File: src/rtl/arith_pkg.sv
// Shared arithmetic definitions: the serial adder state encoding and
// helpers for sizing its bit counter.
package arith_pkg;

    typedef enum logic [1:0] {
        S_IDLE = 2'd0,
        S_RUN  = 2'd1,
        S_DONE = 2'd2
    } serial_add_state_t;

    // Counter width for a WIDTH-step sequence; never narrower than one bit.
    function automatic int cnt_bits(input int width);
        return (width > 1) ? $clog2(width) : 1;
    endfunction

endpackage

File: src/rtl/full_adder.sv
// Single-bit full adder cell; the one arithmetic slice the serial adder reuses
// every cycle.
module FullAdder (
    input  logic i_a,
    input  logic i_b,
    input  logic i_cin,
    output logic o_sum,
    output logic o_cout
);

    logic w_p;

    assign w_p    = i_a ^ i_b;
    assign o_sum  = w_p ^ i_cin;
    assign o_cout = (i_a & i_b) | (i_cin & w_p);

endmodule

File: src/rtl/bit_serial_adder.sv
// WIDTH-bit adder that processes one bit per clock, LSB first, through a single
// FullAdder, with valid/ready handshakes on both the operand and result sides.
module bit_serial_adder
    import arith_pkg::*;
#(
    parameter int WIDTH = 8
) (
    input  logic             clk,
    input  logic             rst_n,
    input  logic             in_valid,
    output logic             in_ready,
    input  logic [WIDTH-1:0] a,
    input  logic [WIDTH-1:0] b,
    input  logic             cin,
    output logic             out_valid,
    input  logic             out_ready,
    output logic [WIDTH-1:0] sum,
    output logic             cout,
    output logic             busy
);

    localparam int              CW   = cnt_bits(WIDTH);
    localparam logic [CW-1:0]   LAST = CW'(WIDTH - 1);

    serial_add_state_t r_state;
    logic [WIDTH-1:0]  r_a_sr;
    logic [WIDTH-1:0]  r_b_sr;
    logic [WIDTH-1:0]  r_sum_sr;
    logic              r_carry;
    logic [CW-1:0]     r_cnt;
    logic [WIDTH-1:0]  r_sum;
    logic              r_cout;
    logic              r_in_ready;
    logic              r_out_valid;
    logic              r_busy;

    logic              w_fa_sum;
    logic              w_fa_cout;
    logic [WIDTH-1:0]  w_sum_next;

    FullAdder u_fa (
        .i_a    (r_a_sr[0]),
        .i_b    (r_b_sr[0]),
        .i_cin  (r_carry),
        .o_sum  (w_fa_sum),
        .o_cout (w_fa_cout)
    );

    // New sum bit enters at the MSB so after WIDTH shifts bit 0 sits at the LSB.
    assign w_sum_next = {w_fa_sum, r_sum_sr[WIDTH-1:1]};

    always_ff @(posedge clk) begin
        if (!rst_n) begin
            r_state     <= S_IDLE;
            r_a_sr      <= '0;
            r_b_sr      <= '0;
            r_sum_sr    <= '0;
            r_carry     <= 1'b0;
            r_cnt       <= '0;
            r_sum       <= '0;
            r_cout      <= 1'b0;
            r_in_ready  <= 1'b1;
            r_out_valid <= 1'b0;
            r_busy      <= 1'b0;
        end else begin
            case (r_state)
                S_IDLE: begin
                    if (in_valid) begin
                        r_a_sr     <= a;
                        r_b_sr     <= b;
                        r_carry    <= cin;
                        r_cnt      <= '0;
                        r_state    <= S_RUN;
                        r_in_ready <= 1'b0;
                        r_busy     <= 1'b1;
                    end
                end
                S_RUN: begin
                    r_a_sr   <= {1'b0, r_a_sr[WIDTH-1:1]};
                    r_b_sr   <= {1'b0, r_b_sr[WIDTH-1:1]};
                    r_sum_sr <= w_sum_next;
                    r_carry  <= w_fa_cout;
                    if (r_cnt == LAST) begin
                        // Counter parks at zero rather than wrapping past LAST.
                        r_cnt       <= '0;
                        r_sum       <= w_sum_next;
                        r_cout      <= w_fa_cout;
                        r_out_valid <= 1'b1;
                        r_state     <= S_DONE;
                    end else begin
                        r_cnt <= r_cnt + CW'(1);
                    end
                end
                S_DONE: begin
                    // in_valid is deliberately ignored here; handoff only.
                    if (out_ready) begin
                        r_out_valid <= 1'b0;
                        r_in_ready  <= 1'b1;
                        r_busy      <= 1'b0;
                        r_state     <= S_IDLE;
                    end
                end
                default: begin
                    r_state     <= S_IDLE;
                    r_in_ready  <= 1'b1;
                    r_out_valid <= 1'b0;
                    r_busy      <= 1'b0;
                end
            endcase
        end
    end

    assign in_ready  = r_in_ready;
    assign out_valid = r_out_valid;
    assign sum       = r_sum;
    assign cout      = r_cout;
    assign busy      = r_busy;

endmodule
File: config.mk
export PLATFORM = sky130hd
export DESIGN_NAME = bit_serial_adder
export DESIGN_NICKNAME = d
export VERILOG_FILES = /design/src/rtl/arith_pkg.sv /design/src/rtl/full_adder.sv /design/src/rtl/bit_serial_adder.sv
export SDC_FILE = /design/constraint.sdc
export NUM_CORES = 1
export LEC_CHECK = 0
export CORE_ASPECT_RATIO = 1.75
export CORE_MARGIN = 2
export CORE_UTILIZATION = 54
export CTS_CLUSTER_DIAMETER = 100
export DETAILED_ROUTE_END_ITERATION = 6
export GPL_TIMING_DRIVEN = 0
export HOLD_SLACK_MARGIN = 0.03
export PLACE_DENSITY = 0.83
export SLEW_MARGIN = 10
export SYNTH_ARGS = -nofsm -noshare
export SYNTH_HDL_FRONTEND = slang
export SYNTH_SLANG_ARGS = --single-unit
File: constraint.sdc
create_clock -name clk -period 3 [get_ports clk]
set_input_delay 0.45 -clock clk [delete_from_list [all_inputs] [get_ports clk]]
set_output_delay 0.45 -clock clk [all_outputs]
set_load 0.05 [all_outputs]
==> results of run 1 <==
worst paths after layout:
check                      endpoint  slack (ns)
max reg2reg  r_b_sr[4]$_SDFFE_PN0P_        1.40
min reg2reg     sum[7]$_SDFFE_PN0P_        0.45
max                          sum[0]        1.12
min             sum[7]$_SDFFE_PN0P_        0.45
metal layers:
| layer | routed length (um) | GRT usage, % |
|---|---|---|
| met4 | 82 | 10.6 |
| met1 | 1310 | 22.6 |
| met2 | 1860 | 39.7 |
| met5 | 0 | 0 |
| met3 | 100 | 6.36 |
power breakdown:
| group | switching [W] | internal (W) | leakage, nW |
|---|---|---|---|
| clock network | 0.000189 | 0.000160 | 0.0439 |
| logic | 0.0000685 | 0.0000673 | 0.436 |
| registers | 0.0000147 | 0.000571 | 0.335 |
flip-flops by register name, summed over array words and instances, names as in the netlist:
name	cells
r_a_sr	8
r_b_sr	8
sum	8
r_sum_sr	7
r_cnt	3
r_state	2
busy	1
cout	1
in_ready	1
out_valid	1
r_carry	1
logic make-up after synthesis:
group / share of synthesized area [%]
AO/OA/AOI/OAI: 15.7
adder cells (fa/ha/maj): 2.61
buffers and inverters: 4.71
flip-flops: 47.5
multiplexers: 4.64
AND/OR/NAND/NOR: 24.9
cell type report:
type | count | area [um^2]
fill | 285 | 921
multi-input combinational | 141 | 825
clock buffer | 5 | 68.8
buffer | 17 | 77.6
inverter | 1 | 3.75
timing repair buffer | 32 | 320
tap | 43 | 53.8
sequential | 41 | 821
clock inverter | 3 | 17.5
stage by stage:
step                      util, %  hold slack (ns)
after global routing         70.4            0.465
after detailed placement     67.6            0.440
after CTS                    70.4            0.451
final                        70.4            0.445
after global placement       67.6            0.435
after floorplan                 -            0.434
synthesized netlist by cell type, drive strengths merged:
master / number
dfxtp: 41
nand2: 36
nand3: 23
o21ai: 14
nor2: 13
nor2b: 13
clkbuf: 12
a222oi: 8
mux2i: 8
a21boi: 7
o211ai: 7
buf: 5
a21oi: 3
ha: 2
nor3b: 2
and3b: 1
fa: 1
inv: 1
nand2b: 1
nand3b: 1
or3b: 1
==> impl_results.md, run 1 <==
- Status: complete, no violations
- Post-route worst setup slack: 1.12 ns
- Post-Place Cells: 275
- Largest net degree at the start of global routing: 14
- First-pass GRT wire length: 5980 um
- Yosys top cell by area: dfxtp_1
- Io pins: 33
- Post-synthesis sequential area ratio: 47.5%
- Final Power: 0.00107 W
- Final hold violation count: 0
- Worst rel slew slack: 64.8%
- Synth-to-Final Area Change: 26.7%
- Maximum vdd drop: 0.000466 V
- Routed WL: 3360 um
- Cell Area, Placed: 2100 um^2
- Post-DR vias/cell: 5.29
- Commonest non-fill, non-tap cell in the layout: dfxtp_1
- CP arrival: 1.43 ns
- HP Start: sum[7]$_SDFFE_PN0P_
- Synth top area cells: dfxtp_1 48%, nand2_1 7.8%, nand3_1 6.7%
- Achievable Freq: 533 MHz
- Worst-path clk slew: 0.08 ns
- Detailed Routing Iterations Pass 1: 4
- Root buf cell: clkbuf_8
- Most frequent cells in the layout: 41 x dfxtp_1, 36 x nand2_1, 32 x clkdlybuf4s50_1, 23 x nand3_1, 14 x o21ai_0
- TritonCTS clock tree: built
- Dpl ws: 0.897 ns
- Fin Setup TNS: 0 ns
- Worst Path Buf+Inv: 1
- Chip Height: 78.8 um
- Setup crit start kind: flop
- Post-Layout Cell Count: 283
- CP Depth: 1
- Remaining DRCs: 0
- CP max stage delay: 0.80 ns
- # setup viols final: 0
- Pwr per Cell Area: 490 nW/um^2
- Final Wtd Congestion: 0.765
- Post-route antenna net violation count: 0
- #FFs+latches synth: 41
- Vias in the first global route: 1360
- Slew Limit Fails: 0
- Cell Rows: 27
- Post-DP HPWL: 2600 um
- Final instance area: 2190 um^2
- CP Class: reg2out
- Min-delay worst type: reg2reg
- Layout cells sized above 1: 5.42%
- Slew @ Worst Pin: 0.528 ns
- Final layout net count: 263
- Die area: 3680 um^2
- Ant. Diodes: 0
- Cts hold-fix bufs: 0
- Leak: 0.816 nW
- Core ar.: 3110 um^2
- RSZ-0062 raised after global routing: no
- Crit Path Max Fanout: 2
- Synth Instances: 200
- Number of CTS-inserted buffers: 5
- Synth Net Count: 224
- Die extent in x: 46.7 um
- Yosys warnings: 0
- WL/cell: 11.9 um
- Critical Path RT: 2.55 ns
- Synth cell types: 25
- Mapped Area: 1730 um^2
- Grt total ovfl: 0
- Post_cts resized: 0
- Max cap viols: 0
- Starting Density: 55.6%
- Slowest-stage cell, CP: clkdlybuf4s50_1
- Initial antenna violation count: 0
- PortBufs: 32
- Post-CTS Repair Setup Buffers: 0
- CP Capture Type: primary output
- Reg2reg path depth: 5
- CTS Buffer Depth: 2
- Gr usage total: 22.4%
- Vias: 1496
- 1st-iter DRT viols: 29
- Hold depth: 2
- Tmin final: 1.88 ns
- Worst skew pair latency: 0.29 ns
- R2R Path Start: r_state[0]$_SDFFE_PN0P_
- Post-synth top area share: 47.5%
- Clock sinks: 41
- Crit-path cells: clkdlybuf4s50_1
- Period Utilization, post-route: 62.5%
- Worst Setup SP: sum[0]$_SDFFE_PN0P_
- Worst Skew: 0.00757 ns
- Syn_area_per_cell: 8.63 um^2
- Top Family by Delay on Critical Path: buffers and inverters
- CTS H-tree depth: 2
Note: power is estimated with default switching activity, not from simulation.
==> inputs of run 2 (changes only) <==
--- a/config.mk
+++ b/config.mk
@@ -7,12 +7,12 @@
 export LEC_CHECK = 0
 export CORE_ASPECT_RATIO = 1.75
 export CORE_MARGIN = 2
-export CORE_UTILIZATION = 54
+export CORE_UTILIZATION = 51
 export CTS_CLUSTER_DIAMETER = 100
 export DETAILED_ROUTE_END_ITERATION = 6
 export GPL_TIMING_DRIVEN = 0
 export HOLD_SLACK_MARGIN = 0.03
-export PLACE_DENSITY = 0.83
+export PLACE_DENSITY = 0.79
 export SLEW_MARGIN = 10
 export SYNTH_ARGS = -nofsm -noshare
 export SYNTH_HDL_FRONTEND = slang
==> constraint.sdc (replaced) <==
create_clock -name clk -period 1.92 [get_ports clk]
set_input_delay 0.288 -clock clk [delete_from_list [all_inputs] [get_ports clk]]
set_output_delay 0.288 -clock clk [all_outputs]
set_load 0.05 [all_outputs]
==> run 2 against run 1 <==
Final cell count up 0.71%. Sequential power up 56%. First-iteration DRC count up 34%. Clock power is 100% higher. Die area is 5.5% higher. Non-clock buffer count did not move. Critical path depth unchanged. Global-route usage fell by 1.3 points. Worst hold slack about the same. Utilization is 3.0 points lower. Largest cell class unchanged. Highest routed layer unchanged.
==> impl_results.md, run 2 (synthesized netlist as in run 1, its figures left out) <==
- CP max stage delay: 0.80 ns (about the same)
- Grt total ovfl: 0 (unchanged)
- 1st-iter DRT viols: 39 (+34%)
- Post-Place Cells: 277 (+0.73%)
- Status: complete, no violations
- Critical Path RT: 1.63 ns (-0.92 ns)
- Most frequent cells in the layout: 41 x dfxtp_1, 36 x nand2_1, 32 x clkdlybuf4s50_1, 23 x nand3_1, 14 x o21ai_0
- Tmin final: 1.72 ns
- Period Utilization, post-route: 89.7%
- Root buf cell: clkbuf_8
- Cell Rows: 28 (+3.7%)
- Routed WL: 3530 um (+5.2%)
- Final Core Density: 67.4% (-3.0 points)
- HP Start: sum[7]$_SDFFE_PN0P_
- CP Capture Type: primary output
- Worst skew pair latency: 0.30 ns (about the same)
- Die extent in x: 48.0 um (+2.7%)
- Post_cts resized: 0 (unchanged)
- # setup viols final: 0 (unchanged)
- Hold worst-path end: sum[7]$_SDFFE_PN0P_
- Worst Skew: 0.00522 ns (-0.00235 ns)
- Post-CTS Repair Setup Buffers: 0 (unchanged)
- Largest net degree at the start of global routing: 13 (-1)
- Final Power: 0.00185 W (+72%)
- CP arrival: 1.43 ns (about the same)
- R2R Path Start: r_state[0]$_SDFFE_PN0P_
- Post-DR vias/cell: 5.28 (-0.10%)
- Slew @ Worst Pin: 0.584 ns (+0.0560 ns)
- Minimum hold slack: 0.446 ns (+0.000301 ns)
- Hold depth: 2 (unchanged)
- Min-delay worst type: reg2reg
- Setup crit start kind: flop
- Die area: 3890 um^2 (+5.5%)
- TritonCTS clock tree: built
- Cell Area, Placed: 2100 um^2 (+0.12%)
- CP Class: reg2out
- Cts hold-fix bufs: 0 (unchanged)
- Vias in the first global route: 1376 (+1.2%)
- Post-DP HPWL: 2630 um (+1.3%)
- Crit Path Max Fanout: 2 (unchanged)
- Clock sinks: 41 (unchanged)
- First-pass GRT wire length: 5870 um (-1.9%)
- Core ar.: 3290 um^2 (+6.0%)
- Final hold violation count: 0 (unchanged)
- Synth-to-Final Area Change: 28.6%
- WL/cell: 12.4 um (+4.4%)
- Top Family by Delay on Critical Path: buffers and inverters
- Flop2flop setup slack: 0.32 ns (-1.08 ns)
- Io pins: 33 (unchanged)
- Maximum vdd drop: 0.000631 V (+36%)
- Fillcell total: 312 (+9.5%)
- Vias: 1505 (+0.60%)
- Gr usage total: 21.1% (-1.3 points)
- Worst-path clk slew: 0.07 ns (about the same)
- Initial antenna violation count: 0 (unchanged)
- Chip Height: 81.0 um (+2.7%)
- CTS H-tree depth: 2 (unchanged)
- Leak: 0.830 nW (+1.8%)
- Post-Layout Cell Count: 285 (+0.71%)
- Pwr per Cell Area: 832 nW/um^2 (+70%)
- Post-route antenna net violation count: 0 (unchanged)
- Achievable Freq: 581 MHz
- Commonest non-fill, non-tap cell in the layout: dfxtp_1
- Starting Density: 52.4% (-3.1 points)
- Ant. Diodes: 0 (unchanged)
- Remaining DRCs: 0 (unchanged)
- PortBufs: 32 (unchanged)
- Final layout net count: 263 (unchanged)
- CTS Buffer Depth: 2 (unchanged)
- Worst rel slew slack: 61.0% (-3.7 points)
- Slew Limit Fails: 0 (unchanged)
- Detailed Routing Iterations Pass 1: 4 (unchanged)
- Final Wtd Congestion: 0.762 (-0.34%)
- Reg-to-reg endpoint: r_b_sr[4]$_SDFFE_PN0P_
- Number of CTS-inserted buffers: 5 (unchanged)
- Slowest-stage cell, CP: clkdlybuf4s50_1
- Crit-path cells: clkdlybuf4s50_1
- RSZ-0062 raised after global routing: no
- Layout cells sized above 1: 5.00% (-0.42 points)
- Max cap viols: 0 (unchanged)
- Final instance area: 2220 um^2 (+1.5%)
- Worst Path Buf+Inv: 1 (unchanged)
- Reg2reg path depth: 5 (unchanged)
run 2: changes by cell type in the layout (fill, tap and decap cells not counted), sizes merged:
cell and delta:
clkinvlp -1, clkinv -2, clkbuf +2, bufinv +1
run 2: worst max-delay path by stage:
stage / startpoint / endpoint / slack (ns) / depth (start not counted)
finish: sum[0]$_SDFFE_PN0P_ / sum[0] / 0.20 / 1
global placement: rst_n / r_a_sr[5]$_SDFFE_PN0P_ / -0.02 / 5
detailed placement: rst_n / r_a_sr[6]$_SDFFE_PN0P_ / -0.04 / 5
CTS: sum[0]$_SDFFE_PN0P_ / sum[0] / 0.18 / 1
global route: in_valid / r_b_sr[7]$_SDFFE_PN0P_ / 0.11 / 5
floorplan: r_state[0]$_SDFFE_PN0P_ / r_a_sr[5]$_SDFFE_PN0P_ / 0.48 / 6
run 2: power by group:
part / switching, W / leakage [nW] / internal (W)
combinational: 0.000109 / 0.436 / 0.000105
clock: 0.000294 / 0.0585 / 0.000424
sequential: 0.0000240 / 0.335 / 0.000893
total: 0.000427 / 0.830 / 0.00142
run 2: stage by stage:
stage | setup slack [ns] | setup TNS (ns)
floorplan | 0.478 | 0
global placement | -0.0229 | -0.0597
detailed placement | -0.0386 | -0.104
CTS | 0.183 | 0
global route | 0.111 | 0
finish | 0.198 | 0
run 2: layout make-up:
cell class,instances,area (um^2),area share [%]
inverter,1,3.75,0.169
sequential,41,821,37.0
buffer,17,77.6,3.49
tap,45,56.3,2.54
timing repair buffer,32,320,14.4
clock buffer,7,86.3,3.89
multi-input combinational,141,825,37.1
clock inverter,1,30.0,1.35
run 2: layer usage:
layer  global-route usage (%)  wire (um)  vias up
met2                     37.6       1930       37
li1                         -          -      773
met1                     20.9       1380      689
met5                        0          0        -
met3                     6.00        138        6
met4                     10.0         83        0
run 2: worst min-delay path, delay by kind of cell (launching register included):
kind / cells / cell delay (ns)
flip-flops: 1 / 0.31
AND/OR/NAND/NOR: 2 / 0.10
